File: config.mk
export PLATFORM = sky130hd
export DESIGN_NAME = button_stepper
export DESIGN_NICKNAME = d
export VERILOG_FILES = /design/src/rtl/button_stepper_pkg.sv /design/src/rtl/debounce.sv /design/src/rtl/button_stepper.sv
export SDC_FILE = /design/constraint.sdc
export NUM_CORES = 1
export LEC_CHECK = 0
export ABC_AREA = 1
export BUFFER_PORTS_ARGS = -buffer_cell sky130_fd_sc_hd__buf_2
export CORE_MARGIN = 2
export CORE_UTILIZATION = 55
export DETAILED_ROUTE_END_ITERATION = 7
export PLACE_DENSITY = 0.75
export SKIP_CTS_REPAIR_TIMING = 1
export SLEW_MARGIN = 25
export SYNTH_ARGS = -nofsm -noshare
export SYNTH_HDL_FRONTEND = slang
export SYNTH_SLANG_ARGS = --single-unit
File: constraint.sdc
create_clock -name clk -period 1.75 [get_ports clk]
set_input_delay 0.35 -clock clk [delete_from_list [all_inputs] [get_ports clk]]
set_output_delay 0.35 -clock clk [all_outputs]
set_load 0.02 [all_outputs]
File: src/rtl/button_stepper_pkg.sv
// button_stepper shared definitions.
// Default timing constants and the hold FSM state type.
package button_stepper_pkg;

  // 10 ms debounce, 500 ms first repeat, 100 ms repeat period at 10 MHz
  localparam int DEF_DB_CYCLES  = 100000;
  localparam int DEF_RPT_DELAY  = 5000000;
  localparam int DEF_RPT_PERIOD = 1000000;

  typedef enum logic [1:0] {
    IDLE        = 2'd0,
    HELD_DELAY  = 2'd1,
    HELD_REPEAT = 2'd2
  } state_t;

  // Bits needed to hold values up to max(a,b)-1, never below 1.
  function automatic int cnt_width(input int a, input int b);
    int m;
    m = (a > b) ? a : b;
    return (m > 1) ? $clog2(m) : 1;
  endfunction

endpackage

File: src/rtl/debounce.sv
// Push-button synchronizer and debounce filter.
// dout follows din only after din stays different for DB_CYCLES cycles.
module debounce
  import button_stepper_pkg::*;
#(
  parameter int DB_CYCLES = DEF_DB_CYCLES
) (
  input  logic clk,
  input  logic reset,
  input  logic din,
  output logic dout
);

  localparam int CW = cnt_width(DB_CYCLES, 1);
  localparam logic [CW-1:0] LAST = CW'(DB_CYCLES - 1);
  localparam logic [CW-1:0] ONE  = CW'(1);

  logic          s1;
  logic          btn_s;
  logic [CW-1:0] cnt;

  // Two-flop synchronizer for the asynchronous button level
  always_ff @(posedge clk or posedge reset) begin
    if (reset) begin
      s1    <= 1'b0;
      btn_s <= 1'b0;
    end else begin
      s1    <= din;
      btn_s <= s1;
    end
  end

  // Stability counter; output flips once the new level has persisted
  always_ff @(posedge clk or posedge reset) begin
    if (reset) begin
      cnt  <= '0;
      dout <= 1'b0;
    end else if (btn_s == dout) begin
      cnt  <= '0;
    end else if (cnt == LAST) begin
      cnt  <= '0;
      dout <= ~dout;
    end else begin
      cnt  <= cnt + ONE;
    end
  end

endmodule

File: src/rtl/button_stepper.sv
// Debounced push-button to step strobe with optional auto-repeat.
// One step per press, then repeats after a delay while held and enabled.
module button_stepper
  import button_stepper_pkg::*;
#(
  parameter int DB_CYCLES  = DEF_DB_CYCLES,
  parameter int RPT_DELAY  = DEF_RPT_DELAY,
  parameter int RPT_PERIOD = DEF_RPT_PERIOD
) (
  input  logic       clk,
  input  logic       reset,
  input  logic       btn_raw,
  input  logic       repeat_en,
  output logic       step,
  output logic       pressed,
  output logic [7:0] press_count
);

  localparam int TW = cnt_width(RPT_DELAY, RPT_PERIOD);
  localparam logic [TW-1:0] DLY_LAST = TW'(RPT_DELAY - 1);
  localparam logic [TW-1:0] PER_LAST = TW'(RPT_PERIOD - 1);
  localparam logic [TW-1:0] T_ONE    = TW'(1);

  state_t        state;
  state_t        state_nxt;
  logic [TW-1:0] timer;
  logic [TW-1:0] timer_nxt;
  logic          rpt_q;
  logic          rpt_nxt;
  logic          pressed_d;
  logic          rise;

  debounce #(
    .DB_CYCLES(DB_CYCLES)
  ) u_db (
    .clk  (clk),
    .reset(reset),
    .din  (btn_raw),
    .dout (pressed)
  );

  // The press step lands in the first cycle pressed reads 1; a
  // repeat strobe is dropped if the button released on that edge.
  assign rise = pressed & ~pressed_d;
  assign step = rise | (rpt_q & pressed);

  // Hold FSM and repeat timer; timer counts cycles since last step
  always_comb begin
    state_nxt = state;
    timer_nxt = timer;
    rpt_nxt   = 1'b0;
    unique case (state)
      IDLE: begin
        if (rise) begin
          state_nxt = HELD_DELAY;
          timer_nxt = repeat_en ? T_ONE : '0;
        end
      end
      HELD_DELAY: begin
        if (!pressed) begin
          state_nxt = IDLE;
          timer_nxt = '0;
        end else if (!repeat_en) begin
          timer_nxt = '0;
        end else if (timer == DLY_LAST) begin
          state_nxt = HELD_REPEAT;
          timer_nxt = '0;
          rpt_nxt   = ~step;
        end else begin
          timer_nxt = timer + T_ONE;
        end
      end
      HELD_REPEAT: begin
        if (!pressed) begin
          state_nxt = IDLE;
          timer_nxt = '0;
        end else if (!repeat_en) begin
          state_nxt = HELD_DELAY;
          timer_nxt = '0;
        end else if (timer == PER_LAST) begin
          timer_nxt = '0;
          rpt_nxt   = ~step;
        end else begin
          timer_nxt = timer + T_ONE;
        end
      end
      default: begin
        state_nxt = IDLE;
        timer_nxt = '0;
      end
    endcase
  end

  // State, timer, edge history and step counter registers
  always_ff @(posedge clk or posedge reset) begin
    if (reset) begin
      state       <= IDLE;
      timer       <= '0;
      rpt_q       <= 1'b0;
      pressed_d   <= 1'b0;
      press_count <= 8'd0;
    end else begin
      state       <= state_nxt;
      timer       <= timer_nxt;
      rpt_q       <= rpt_nxt;
      pressed_d   <= pressed;
      press_count <= press_count + {7'd0, step};
    end
  end

endmodule

## Word-level counts from Yosys, hierarchy flattened

Index checks and enable logic that the tools add are counted.

| storage, ports and cells | value |
|---|---|
| bits in registers | 55 |
| bits of input ports | 4 |
| output and inout bits | 10 |
| logic and storage cells | 57 |

| operators by class | value |
|---|---|
| $add $sub $neg | 3 |
| equality and inequality tests | 10 |
| multiplexer cells | 25 |
| bitwise gates (word level) | 7 |
| reductions and logical operators | 3 |

Operator list:

| kind | number |
|---|---|
| 23-bit two-way mux | 7 |
| 23-bit one-hot mux with 3 select lines | 1 |
| 17-bit two-way mux | 2 |
| 23-bit by 1-bit adder with 23-bit output (second input constant) | 1 |
| 23-bit by 20-bit == test with 1-bit output (second input constant) | 1 |
| 23-bit == test (second input constant) | 1 |
| 17-bit by 1-bit adder with 17-bit output (second input constant) | 1 |
| 17-bit == test (second input constant) | 1 |
| 2-bit two-way mux | 6 |
| 3-bit inequality test (second input constant) | 3 |
| 8-bit by 1-bit adder with 8-bit output | 1 |
| 1-bit two-way mux | 7 |
| 2-bit one-hot mux with 3 select lines | 1 |
| 1-bit inverter | 4 |
| 4-bit AND reduction | 1 |
| 1-bit bitwise AND | 2 |
| 2-bit by 1-bit == test with 1-bit output (second input constant) | 1 |
| 2-bit == test (second input constant) | 1 |
| 2-bit zero test | 1 |
| 2-bit inequality test (second input constant) | 1 |
| 1-bit one-hot mux with 2 select lines | 1 |
| 2-bit AND reduction | 1 |
| 1-bit == test | 1 |
| 1-bit bitwise OR | 1 |

## Depth between registers and ports, before layout

Gate-level depths: netlist of run 1.

| logic depth | value |
|---|---|
| depth after elaboration | 8 |
| depth in mapped cells | 11 |

## Modules after synthesis

From an unflattened synthesis of run 1, not the netlist that was laid out.

| unflattened totals | value |
|---|---|
| cell total of the unflattened synthesis | 438 |
| area total of the unflattened synthesis | 3,367.0 um^2 |

By module, submodules not included:

| module | instances | cells an instance | area an instance (um^2) | seq. area each (um^2) |
|---|---|---|---|---|
| button_stepper | 1 | 292 | 2,243.4 | 875.8 |
| debounce | 1 | 146 | 1,123.6 | 500.5 |

## Least setup slack after synthesis of run 1

Ideal clock, no wire load.

| timing path | value |
|---|---|
| path kind | reg-to-reg |
| from | reg u_db.dout |
| to | reg press_count[6] |
| arrival time | 1.815 ns |
| slack | -0.144 ns |
| stages on the path, launching flop included | 9 |
| buffers on the path | 1 |
| clock period less this slack | 1.894 ns |
| cells stage by stage | dfrtp_1 > buf_4 > inv_1 > nor2_1 > ha_1 > ha_1 > nand3_1 > nor2_1 > xor2_1 |

| between the ends | value |
|---|---|
| longest elaborated chain between the ends | 3 |

RTL lines:

| item | RTL line | text |
|---|---|---|
| start: declaration | debounce.sv:11 | `output logic dout` |
| start signal: assignment | debounce.sv:42 | `dout <= ~dout;` |
| 1-bit bitwise AND, on equally long branches | button_stepper.sv:44, button_stepper.sv:45 |  |
| 1-bit bitwise OR * | button_stepper.sv:45 | `assign step = rise \| (rpt_q & pressed);` |
| net step | button_stepper.sv:14 | `output logic step,` |
| 8-bit by 1-bit adder with 8-bit output * | button_stepper.sv:107 | `press_count <= press_count + {7'd0, step};` |
| end signal: assignment | button_stepper.sv:107 |  |
| end: declaration | button_stepper.sv:16 | `output logic [7:0] press_count` |

Mark *: on every way through the listed nets, which the timed path passes. The rest lies on a longest branch.
A chain may end at the register's enable or synchronous reset.

## Worst setup path in the final report of run 1

| timing path | value |
|---|---|
| from | reg state[0] |
| to | reg timer[2] |

| between the ends | value |
|---|---|
| longest elaborated chain between the ends | 2 |

RTL lines:

| item | RTL line | text |
|---|---|---|
| start: declaration | button_stepper.sv:24 | `state_t state;` |
| start signal: assignment | button_stepper.sv:103 | `state <= state_nxt;` |
| 2-bit == test, or another cell as far along | button_stepper.sv:52 | `unique case (state)` |
| 23-bit one-hot mux with 3 select lines / 2-bit inequality test (equally long branches) | - |  |
| end signal: assignment | button_stepper.sv:104 | `timer <= timer_nxt;` |
| end: declaration | button_stepper.sv:26 | `logic [TW-1:0] timer;` |

Parallel ways exist; a longest one is shown, timed or not.

==> qor.yml, run 1 <==
p_clk_share_pct: 36.8
cts_buffers: 5
grt_pass1_vias: 2607
yosys_warnings: 0
synth.distinct_cells: 34
syn_nets: 436
switchingPower_mw: 0.522
crit_fanout: 19
fp.dieW_um: 81.2
r2r_start: "state[0]$_DFFE_PP0P_"
syn_avg_cell_area_um2: 7.73
rows: 28
status: "finished, violations left"
clk_path_buf_depth: 2
wl_met2_um: 3330
maxCapViolCount: 0
drt-met1-wl_um: 3150
routed_wl_um: 6920
top_level_ports: 14
avgRoutedWirePerCell_um: 13.3
setup_ws_ps: 110
start_util_pct: 56.0
grt-ovfl-total: 0
worst_hold_slack_ps: -23.3
seqPwrFrac_pct: 60.7
core_um2: 5850
fin_crit_sh_pct: 93.7
holdCritPathClass: "in -> async"
final_net_count: 457
ir_drop_mv: 0.355
grt_max_degree: 21
grt_use_total_pct: 22.5
viasPerCell: 5.41
dp_hpwl_um: 5250
ant_nets: 0
drive_gt1_share_pct: 15.2
crit_arrival_ps: 1890
layout_commonest_cell: "nand2_1"
hold_viol_final: 15
top_layer: "met4"
antenna_found_initial: 0
io_buffers: 13
route.detailed.drc: 0
clockRootBuffer: "clkbuf_8"
worstSetupStartpoint: "state[0]$_DFFE_PP0P_"
violations: "hold timing"
max_freq_mhz: 610
p_leak_nw: 1.92
path_clk_slew_ps: 110
syn_inst: 424
dp.cells: 512
die-area_um2: 6590
cts-htree-levels: 2
final-setup-viol-count: 0
cts.sinks: 55
diodes: 0
route.vias.total: 2821
end_kind: "flip-flop"
die_h_um: 81.2
power_density_nw_per_um2: 592
drt_iter0_markers: 167
startpoint_type: "flip-flop"
place_ws_ps: 80.9
combPwrFrac_pct: 2.5
routabilityCongestion: 0.951
cts_tree: "built"
syn_to_final_growth_pct: 9.01
final-max-slew-violation-count: 0
swShare_pct: 24.7
path_class: "reg -> reg"
tightest_slew_ps: 384
syn_area_um2: 3280
clkLatencyLatePin_ps: 320
ys_ff_latch: 55
layout_common_cells: "nand2_1, nor2_1, dfrtp_1"
crit_required_ps: 2000
stdcell_count: 521
p_int_mw: 1.59
first_pass_iters: 5
synth-seq-area-share_pct: 42.0
relSlewSlack_pct: 74.4
skew_ps: 11.6
timing.final.crit_period_ps: 1640
grt_pass1_wl_um: 11500
wl_met3_um: 287
synth_stat cells:
cell       instances  area share, %
buf_12             1           0.61
o21bai_2           2           0.69
buf_4              2           0.46
nand2_2            6            1.1
a21oi_4            1           0.50
ha_1               8            3.1
nor3b_1            1           0.23
dfrtp_1           55             42
xor2_1            19            5.1
o21ai_0            8            1.2
a21oi_2           10            2.7
o2111ai_1          1           0.27
nor2_2             6            1.1
nand3_2            2           0.61
nor4_1             3           0.57
or2_0              1           0.19
inv_2              3           0.34
nor2_4             2           0.69
nor3_2             1           0.31
nand3b_1           1           0.23
o21bai_1           3           0.69
inv_1             43            4.9
o22ai_1            1           0.19
buf_2              3           0.46
nand3_1           28            4.3
nor2_1            70            8.0
clkinv_2           2           0.31
nand2_1           98             11
xnor2_1            4            1.1
o21ai_1            7            1.1
a21oi_1            7            1.1
nand2_4            2           0.69
nor3_1            10            1.5
nand4_1           13            2.5
kinds of logic (layout without fill, tap and decap cells):
kind of cell    count (synthesis)  after routing  synth area share, %
flops                          55             55                 42.0
xor+xnor                       23             23                 6.15
simple gates                  244            244                 33.3
buf+inv                        54             76                 7.10
fa+ha+maj                       8              8                 3.05
compound gates                 40             40                 8.36
layout make-up:
class	count	area, um2
fill	520	2280
clock buffer	5	68.8
multi-input combinational	315	1690
sequential	55	1380
inverter	48	183
tap	75	93.8
timing repair buffer	20	130
clock inverter	3	33.8
power by group through the flow:
| stage | Sequential, mW | Clock (mW) | Combinational, mW |
|---|---|---|---|
| after global routing | 1.28 | 0.840 | 0.0634 |
| final | 1.28 | 0.779 | 0.0529 |
| after global placement | 1.31 | 0 | 0.0535 |
| after CTS | 1.28 | 0.803 | 0.0551 |
| after floorplan | 1.31 | 0 | 0.0341 |
| after detailed placement | 1.31 | 0 | 0.0550 |
final timing paths:
| path | end | slack (ps) | cells past startpoint |
|---|---|---|---|
| worst max-delay path | timer[2]$_DFFE_PP0P_ | 110 | 8 |
| max in group asynchronous | timer[1]$_DFFE_PP0P_ | 1230 | 3 |
| worst min register to register | u_db.btn_s$_DFF_PP0_ | 360 | 0 |
| min in group clk | u_db.s1$_DFF_PP0_ | 130 | 1 |
| worst min-delay path | u_db.cnt[6]$_DFF_PP0_ | -20 | 2 |
| worst max register to register | timer[2]$_DFFE_PP0P_ | 110 | 8 |
critical path, cell delays in order, from the launching register on:
cell and delay, ps:
dfrtp_1 420, inv_1 90, ha_1 160, inv_1 70, a21oi_4 190, buf_12 180
nor3_1 60, or2_0 250, a21oi_2 130
registers in the layout (all words and copies together), names as in the netlist:
register	flops
u_db.btn_s	1
rpt_q	1
state	2
timer	23
u_db.s1	1
u_db.cnt	17
pressed_d	1
u_db.dout	1
press_count	8
metrics by stage:
stage / area, um2 / power [mW] / setup TNS (ps) / util [%]
2_1_floorplan: 3280 / 1.34 / 0 / -
3_3_place_gp: 3450 / 1.36 / 0 / 59.0
3_5_place_dp: 3450 / 1.36 / 0 / 59.0
4_1_cts: 3550 / 2.14 / 0 / 60.7
5_1_grt: 3570 / 2.19 / -6.08 / 61.1
6_report: 3570 / 2.11 / 0 / 61.1
metal layers:
metal,vias to the layer above,global-route usage (%)
met5,-,0
met4,0,9.15
met3,15,2.44
met2,83,37.9
met1,1326,29.5
li1,1397,-
(Power assumes the default switching activity.)
==> run 2: changes to the inputs <==
Settings changed: CORE_UTILIZATION 55 to 56, PLACE_DENSITY 0.75 to 0.76.
==> qor.yml, run 2 (synthesized netlist as in run 1, its figures left out) <==
diodes: 0  # unchanged
fin_crit_sh_pct: 92.3  # -1.5 points
top_register: "timer"
holdCritPathClass: "in -> async"
route.detailed.drc: 0  # unchanged
path_clk_slew_ps: 110  # about the same
tightest_slew_ps: 564  # +181 ps
largest_reg_flops: 23  # unchanged
grt_pass1_wl_um: 11600  # +1.0%
critical-path-top-delay-family: "simple AND/OR/NAND/NOR gates"
drt_iter0_markers: 126  # -25%
final-max-slew-violation-count: 0  # unchanged
viasPerCell: 5.27  # -2.7%
cts_tree: "built"
dp_hpwl_um: 5130  # -2.2%
grt_max_degree: 32  # +52%
grt_pass1_vias: 2624  # +0.65%
cp_slowest_stage_delay_ps: 410  # about the same
hold_viol_final: 0  # -15
path_class: "reg -> reg"
power_density_nw_per_um2: 615  # +3.8%
path_cells: "ha_2, nand2_1, clkinv_2, nand2_2, nor2_4, nand3_2, nand2_2, nand2_4, nand2_8, a21oi_1"
crit_slowest_cell: "dfrtp_1"
status: "finished, final reports clean"
p_leak_nw: 1.94  # +1.2%
maxCapViolCount: 0  # unchanged
max_freq_mhz: 619  # +1.6%
setup_tns_ps: 0  # unchanged
layout_commonest_cell: "nand2_1"
startpoint_type: "flip-flop"
rsz0062_at_grt: "false"
grt_use_total_pct: 23.1  # +0.65 points
stdcell_count: 517  # -0.77%
syn_to_final_growth_pct: 9.97
core_um2: 5570  # -4.7%
relSlewSlack_pct: 62.3  # -12 points
timing.final.crit_period_ps: 1610  # -25.6 ps
crit_buf_inv: 1  # -2
fp.dieW_um: 80.5  # -0.85%
top_regs: "timer x23, u_db.cnt x17, press_count x8"
die_h_um: 80.5  # -0.85%
antenna_found_initial: 0  # unchanged
clk_path_buf_depth: 2  # unchanged
routabilityCongestion: 0.920  # -3.3%
path_common_cell: "nand2_2"
end_kind: "flip-flop"
clkLatencyLatePin_ps: 320  # about the same
final_util_pct: 64.6  # +3.6 points
clockRootBuffer: "clkbuf_8"
crit_arrival_ps: 1820  # -70 ps
first_pass_iters: 4  # -1
io_buffers: 13  # unchanged
avgRoutedWirePerCell_um: 12.8  # -3.7%
skew_ps: 10.6  # -0.958 ps
die-area_um2: 6480  # -1.7%
cts_buffers: 5  # unchanged
ir_drop_mv: 0.547  # +54%
grt-ovfl-total: 0  # unchanged
rows: 27  # -3.6%
route.vias.total: 2724  # -3.4%
top_level_ports: 14  # unchanged
final-setup-viol-count: 0  # unchanged
start_util_pct: 58.8  # +2.8 points
routed_wl_um: 6620  # -4.4%
crit_required_ps: 1950  # -50 ps
layout_common_cells: "nand2_1, nor2_1, dfrtp_1"
ant_nets: 0  # unchanged
cts.sinks: 55  # unchanged
worst_hold_slack_ps: 70.3  # +93.6 ps
dp.cells: 508  # -0.78%
final_net_count: 456  # -0.22%
drive_gt1_share_pct: 15.3  # +0.034 points
crit_fanout: 11  # -8
cts-htree-levels: 2  # unchanged
-- run 2: cell count changes in the layout (fill, tap and decap cells not counted), sizes merged --
cell    change
inv         -1
buf         -1
bufinv      +1
-- run 2: final timing paths --
| kind | start | endpoint | slack [ps] | depth (start not counted) |
|---|---|---|---|---|
| max | timer[1]$_DFFE_PP0P_ | timer[14]$_DFFE_PP0P_ | 140 | 10 |
| min | reset | press_count[7]$_DFF_PP0_ | 70 | 2 |
| max reg2reg | timer[1]$_DFFE_PP0P_ | timer[14]$_DFFE_PP0P_ | 140 | 10 |
| min reg2reg | u_db.s1$_DFF_PP0_ | u_db.btn_s$_DFF_PP0_ | 360 | 0 |
| max in group asynchronous | reset | timer[3]$_DFFE_PP0P_ | 1110 | 3 |
| min in group clk | btn_raw | u_db.s1$_DFF_PP0_ | 140 | 1 |
-- run 2: layer usage --
metal | track usage (%) | vias up | part of all wire [%]
met2 | 37.3 | 57 | 45
met1 | 32.4 | 1260 | 50
met5 | 0 | - | 0
met4 | 6.10 | 0 | 1.2
met3 | 3.71 | 7 | 3.6
li1 | - | 1400 | -
-- run 2: per-stage QoR --
step	total power [mW]	instance area, um2	setup WS, ps
after floorplan	1.34	3280	48.8
after global placement	1.36	3450	155
after detailed placement	1.36	3450	92.7
after CTS	2.25	3580	71.6
after global routing	2.31	3600	7.68
final	2.22	3600	135
-- run 2: report_power, final --
| part | internal, mW | switching, mW | total (mW) |
|---|---|---|---|
| Clock | 0.441 | 0.439 | 0.879 |
| Combinational | 0.0131 | 0.0402 | 0.0533 |
| Sequential | 1.28 | 0.00502 | 1.28 |
| Total | 1.73 | 0.484 | 2.22 |
-- run 2: layout make-up --
class	instances	area, um2
well taps	72	90.1
multi-input cells	315	1690
inverters	48	183
clock buffers	5	68.8
fillers	507	1970
repair buffers	19	139
flip-flops and latches	55	1380
clock inverters	3	55.1
